### config.mk
export PLATFORM = sky130hd
export DESIGN_NAME = reg_share_arb
export DESIGN_NICKNAME = d
export VERILOG_FILES = /design/src/rtl/reg_share_arb.sv
export SDC_FILE = /design/constraint.sdc
export NUM_CORES = 1
export LEC_CHECK = 0
export CORE_MARGIN = 2
export CORE_UTILIZATION = 35
export CTS_BUF_LIST = sky130_fd_sc_hd__clkbuf_4 sky130_fd_sc_hd__clkbuf_8 sky130_fd_sc_hd__clkbuf_16
export DETAILED_ROUTE_END_ITERATION = 16
export PLACE_DENSITY = 0.76
export SYNTH_ARGS = -nofsm -noshare
export SYNTH_HDL_FRONTEND = slang
export SYNTH_SLANG_ARGS = --single-unit
### constraint.sdc
create_clock -name clk -period 2.2 [get_ports clk]
set_clock_uncertainty 0.15 [all_clocks]
set_input_delay 0.44 -clock clk [delete_from_list [all_inputs] [get_ports clk]]
set_output_delay 0.44 -clock clk [all_outputs]
set_load 0.02 [all_outputs]
### src/rtl/reg_share_arb.sv
// reg_share_arb
//   Round-robin write arbiter for one shared WIDTH-bit register. Each cycle at
//   most one requester is granted; its data lands in the register on the next
//   rising edge, and the arbiter remembers which requester wrote last.
//
// Optional feature macro: REG_ARB_LOCK_EN
//   When defined, a lock port lets a granted requester keep exclusive access
//   to the register for consecutive writes until it drops req or lock.
//
// Ports
//   clk      in   1        clock, all state changes on posedge
//   reset    in   1        synchronous, active-high reset
//   req      in   N        per-requester write request (level)
//   wdata    in   N*WIDTH  requester i data in bits [i*WIDTH +: WIDTH]
//   lock     in   N        per-requester lock request (REG_ARB_LOCK_EN only)
//   gnt      out  N        one-hot grant or zero, combinational
//   q        out  WIDTH    shared register contents
//   q_valid  out  1        register written at least once since reset
//   owner    out  IW       index of the requester that performed the last write
module reg_share_arb #(
  parameter int  N     = 4,
  parameter int  WIDTH = 4,
  localparam int IW    = $clog2(N)
) (
  input  logic               clk,
  input  logic               reset,
  input  logic [N-1:0]       req,
  input  logic [N*WIDTH-1:0] wdata,
`ifdef REG_ARB_LOCK_EN
  input  logic [N-1:0]       lock,
`endif
  output logic [N-1:0]       gnt,
  output logic [WIDTH-1:0]   q,
  output logic               q_valid,
  output logic [IW-1:0]      owner
);

  // Data array is padded to a power of two so any IW-bit index is in range.
  localparam int NP2 = 1 << IW;

  logic [IW-1:0]    r_ptr;
  logic [WIDTH-1:0] r_q;
  logic             r_q_valid;
  logic [IW-1:0]    r_owner;
`ifdef REG_ARB_LOCK_EN
  logic             r_locked;
  logic [IW-1:0]    r_lock_id;
`endif

  logic             w_found;
  logic [IW-1:0]    w_gidx;
  logic [IW-1:0]    w_ptr_inc;
  logic [WIDTH-1:0] w_wdata_arr [NP2];

  generate
    for (genvar gi = 0; gi < NP2; gi++) begin : g_unpack
      if (gi < N) begin : g_real
        assign w_wdata_arr[gi] = wdata[gi*WIDTH +: WIDTH];
      end else begin : g_pad
        assign w_wdata_arr[gi] = '0;
      end
    end
  endgenerate

  // Search ptr, ptr+1, ... wrapping at N (not at 2**IW), first hit wins.
  always_comb begin
    logic [IW:0] idx;
    idx     = '0;
    w_found = 1'b0;
    w_gidx  = '0;
    for (int k = 0; k < N; k++) begin
      idx = {1'b0, r_ptr} + (IW+1)'(k);
      if (idx >= (IW+1)'(N)) begin
        idx = idx - (IW+1)'(N);
      end
      if (!w_found && req[idx[IW-1:0]]) begin
        w_found = 1'b1;
        w_gidx  = idx[IW-1:0];
      end
    end
`ifdef REG_ARB_LOCK_EN
    // A held lock overrides the rotation entirely.
    if (r_locked) begin
      w_found = req[r_lock_id];
      w_gidx  = r_lock_id;
    end
`endif
    if (reset) begin
      w_found = 1'b0;
    end
  end

  assign w_ptr_inc = (w_gidx == IW'(N-1)) ? '0 : w_gidx + IW'(1);
  assign gnt       = w_found ? (N'(1) << w_gidx) : '0;

  always_ff @(posedge clk) begin
    if (reset) begin
      r_ptr     <= '0;
      r_q       <= '0;
      r_q_valid <= 1'b0;
      r_owner   <= '0;
`ifdef REG_ARB_LOCK_EN
      r_locked  <= 1'b0;
      r_lock_id <= '0;
`endif
    end else begin
      if (w_found) begin
        r_q       <= w_wdata_arr[w_gidx];
        r_owner   <= w_gidx;
        r_q_valid <= 1'b1;
`ifdef REG_ARB_LOCK_EN
        if (r_locked) begin
          // Pointer stays frozen while locked; a lock-drop write releases
          // and moves priority past the lock holder.
          if (!lock[r_lock_id]) begin
            r_locked <= 1'b0;
            r_ptr    <= w_ptr_inc;
          end
        end else begin
          r_ptr <= w_ptr_inc;
          if (lock[w_gidx]) begin
            r_locked  <= 1'b1;
            r_lock_id <= w_gidx;
          end
        end
`else
        r_ptr <= w_ptr_inc;
`endif
      end
`ifdef REG_ARB_LOCK_EN
      // Lock holder withdrew its request: release without a write.
      if (r_locked && !req[r_lock_id]) begin
        r_locked <= 1'b0;
      end
`endif
    end
  end

  assign q       = r_q;
  assign q_valid = r_q_valid;
  assign owner   = r_owner;

endmodule
==> results.sh <==
export IMPL_synthDistinctLibCells=21
export IMPL_busiest_layer="met2"
export IMPL_r2r_start="r_ptr[0]"
export IMPL_r2r_setup_slack_ps=430
export IMPL_max_cap_violations=0
export IMPL_port_buffers=32
export IMPL_final_cell_mix="24 x clkdlybuf4s50_1, 21 x buf_4, 9 x mux2i_1"
export IMPL_worstRegToRegCells=8
export IMPL_core_area_sq_um=1490
export IMPL_tightest_slew_ps=284
export IMPL_yosysTopAreaCell="dfxtp_1"
export IMPL_wire_per_inst_microns=13.4
export IMPL_grt_use_met2_pct=31.8
export IMPL_drtIter0Drc=3
export IMPL_cts_buffers=3
export IMPL_crit_type="flip-flop to output pin"
export IMPL_peakVddDrop_v=0.000479
export IMPL_hold_viol_final=0
export IMPL_arrival_ps=1620
export IMPL_rsz0062_at_grt="true"
export IMPL_cts_hold_fix_buffers=0
export IMPL_nFillCells=114
export IMPL_drc=0
export IMPL_die_h_microns=43.7
export IMPL_post_route_util_pct=74.3
export IMPL_syn_area_per_cell_sq_um=9.35
export IMPL_status="finished, violations left"
export IMPL_critPathRequiredTime_ps=1610
export IMPL_die_area_sq_um=1910
export IMPL_root_buffer="clkbuf_4"
export IMPL_slowest_stage="dfxtp_4"
export IMPL_whs_path_depth=2
export IMPL_syn_instance_count=59
export IMPL_cp_num_buf_inv=2
export IMPL_finalCritPeriodShare_pct=100
export IMPL_slew_viol_final=0
export IMPL_routed_wl_microns=1740
export IMPL_rows=14
export IMPL_cts_reportedPaths_clkPinSlew_ps=60
export IMPL_overflow=0
export IMPL_synth_top_area_share_pct=32.7
export IMPL_yosys_top_cells_area="dfxtp_1 33%, mux2i_1 16%, o221ai_1 6.3%"
export IMPL_synthesis_nets=82
export IMPL_h_tree_depth=1
export IMPL_worstHoldPathType="flip-flop to flip-flop"
export IMPL_clk_latency_ps=260
export IMPL_post_route_min_period_ps=2210
export IMPL_min_from="q_valid"
export IMPL_p_total_mw=0.707
export IMPL_met1_usage_pct=23.2
export IMPL_grt_pass1_vias=646
export IMPL_cp_cell_sequence="nand2b_4, a21oi_2, a211oi_2, buf_4, or2b_4, nor2_4, buf_6"
export IMPL_p_per_area_nw_per_um2=639
export IMPL_io_pins=33
export IMPL_grt_pass1_wl_microns=2700
export IMPL_multi_input_area_sq_um=385
export IMPL_synth_area_sq_um=552
export IMPL_p_leak_nw=0.480
export IMPL_ys_warn_count=0
export IMPL_cts_tree="yes"
export IMPL_cts_max_path_buffers=2
export IMPL_vias=632
export IMPL_worstReg2RegEnd="q[1]"
export IMPL_ant_nets=0
export IMPL_worst_path_largest_cell_delay_ps=350
export IMPL_initial_core_util_pct=37.1
export IMPL_drive_above_1_share_pct=44.7
export IMPL_setup_viol=2
export IMPL_layout_setup_ws_ps=-10.5
export IMPL_cpLargestDelayFamily="simple AND/OR/NAND/NOR gates"
export IMPL_violations="negative setup slack"
export IMPL_area_growth_pct=100
export IMPL_grt_util_all_layers_pct=19.3
export IMPL_met3_usage_pct=6.25
export IMPL_regArea_sq_um=185
export IMPL_place_congestion=0.812
export IMPL_die_w_microns=43.7
export IMPL_seq_area_frac_synth_pct=32.7
export IMPL_ys_seq_elements=9
export IMPL_critPathLaunchType="flip-flop"
export IMPL_final_common_cell="clkdlybuf4s50_1"
export IMPL_nets=138
export IMPL_viasPerCell=4.86
export IMPL_max_slew_margin_pct=81.0
export IMPL_fmax_mhz=452
export IMPL_finalSetupTns_ps=-15.2
export IMPL_cts_sinks=9
export IMPL_path_max_fanout=3
export IMPL_holdPathEnd="q_valid"
export IMPL_critPathCaptureType="output pin"
export IMPL_antenna_found_initial=0
export IMPL_hpwl_microns=1290
export IMPL_grt_max_degree=10
export IMPL_n_antenna_cell=0
export IMPL_drt_pass1_iterations=4
how the worst max path moves through the flow:
| stage | start | end | slack (ps) | cells past startpoint |
|---|---|---|---|---|
| final | r_ptr[0] | gnt[2] | -10 | 7 |
| after global routing | r_ptr[0] | gnt[2] | -70 | 7 |
| after CTS | req[1] | gnt[3] | 5 | 7 |
| after detailed placement | req[0] | gnt[2] | -780 | 7 |
| after global placement | req[2] | gnt[2] | -790 | 7 |
| after floorplan | req[1] | gnt[0] | 160 | 5 |
area by class of cell:
type	count	share of cell area, %
Timing Repair Buffer	53	42.4
Multi-Input combinational cell	43	34.8
Sequential cell	9	16.7
Clock buffer	3	2.04
Tap cell	16	1.81
Inverter	5	1.70
Clock inverter	1	0.452
cells in the mapped netlist (all sizes together):
library cell,n
nand2b,2
nor4,1
and2,1
nand2,1
or2b,1
a211oi,2
nand3b,4
o221ai,4
mux2i,9
o22a,1
o22ai,1
dfxtp,9
buf,2
ha,1
nor2,8
inv,5
a21o,1
a21oi,6
routing by layer:
layer / vias to the layer above / wire length [microns]
li1: 325 / -
met1: 288 / 702
met2: 17 / 944
met3: 2 / 78
met4: 0 / 18
met5: - / 0
kinds of logic after synthesis:
| kind of cell | after synthesis | synth area share, % |
|---|---|---|
| AND/OR/NAND/NOR | 18 | 20.9 |
| AO/OA/AOI/OAI | 15 | 21.8 |
| multiplexers | 9 | 16.3 |
| flip-flops | 9 | 32.7 |
| buffers and inverters | 7 | 6.12 |
| adder cells (fa/ha/maj) | 1 | 2.27 |
metrics by stage:
| step | cell area [sq um] | setup slack (ps) | instances | hold WS (ps) |
|---|---|---|---|---|
| after detailed placement | 997 | -776 | 121 | 288 |
| final | 1110 | -10.5 | 130 | 303 |
| after global routing | 1110 | -71.8 | 130 | 339 |
| after global placement | 997 | -786 | 121 | 287 |
| after CTS | 1030 | 5.47 | 126 | 305 |
| after floorplan | 552 | 158 | 59 | 337 |
worst min-delay path, cell delays in order (launching register included):
cell and delay (ps):
dfxtp_1 310, inv_1 50, a21oi_1 50
flip-flops by register name (all words and copies together) (netlist names):
name and flops:
q_valid 1, r_ptr 2, owner 2, q 4
report_power, final:
part	internal [mW]	switching (mW)	total [mW]
clock	0.0672	0.0617	0.129
combinational	0.205	0.158	0.363
sequential	0.194	0.0221	0.216
total	0.466	0.242	0.707
what timing repair did:
action	in CTS	in global routing
pin swaps	4	5
gates resized for setup	42	13
endpoints found under the hold margin	0	0
setup endpoints to repair	4	4
buffers inserted	1	4
Power figures use the tool's default switching activity.
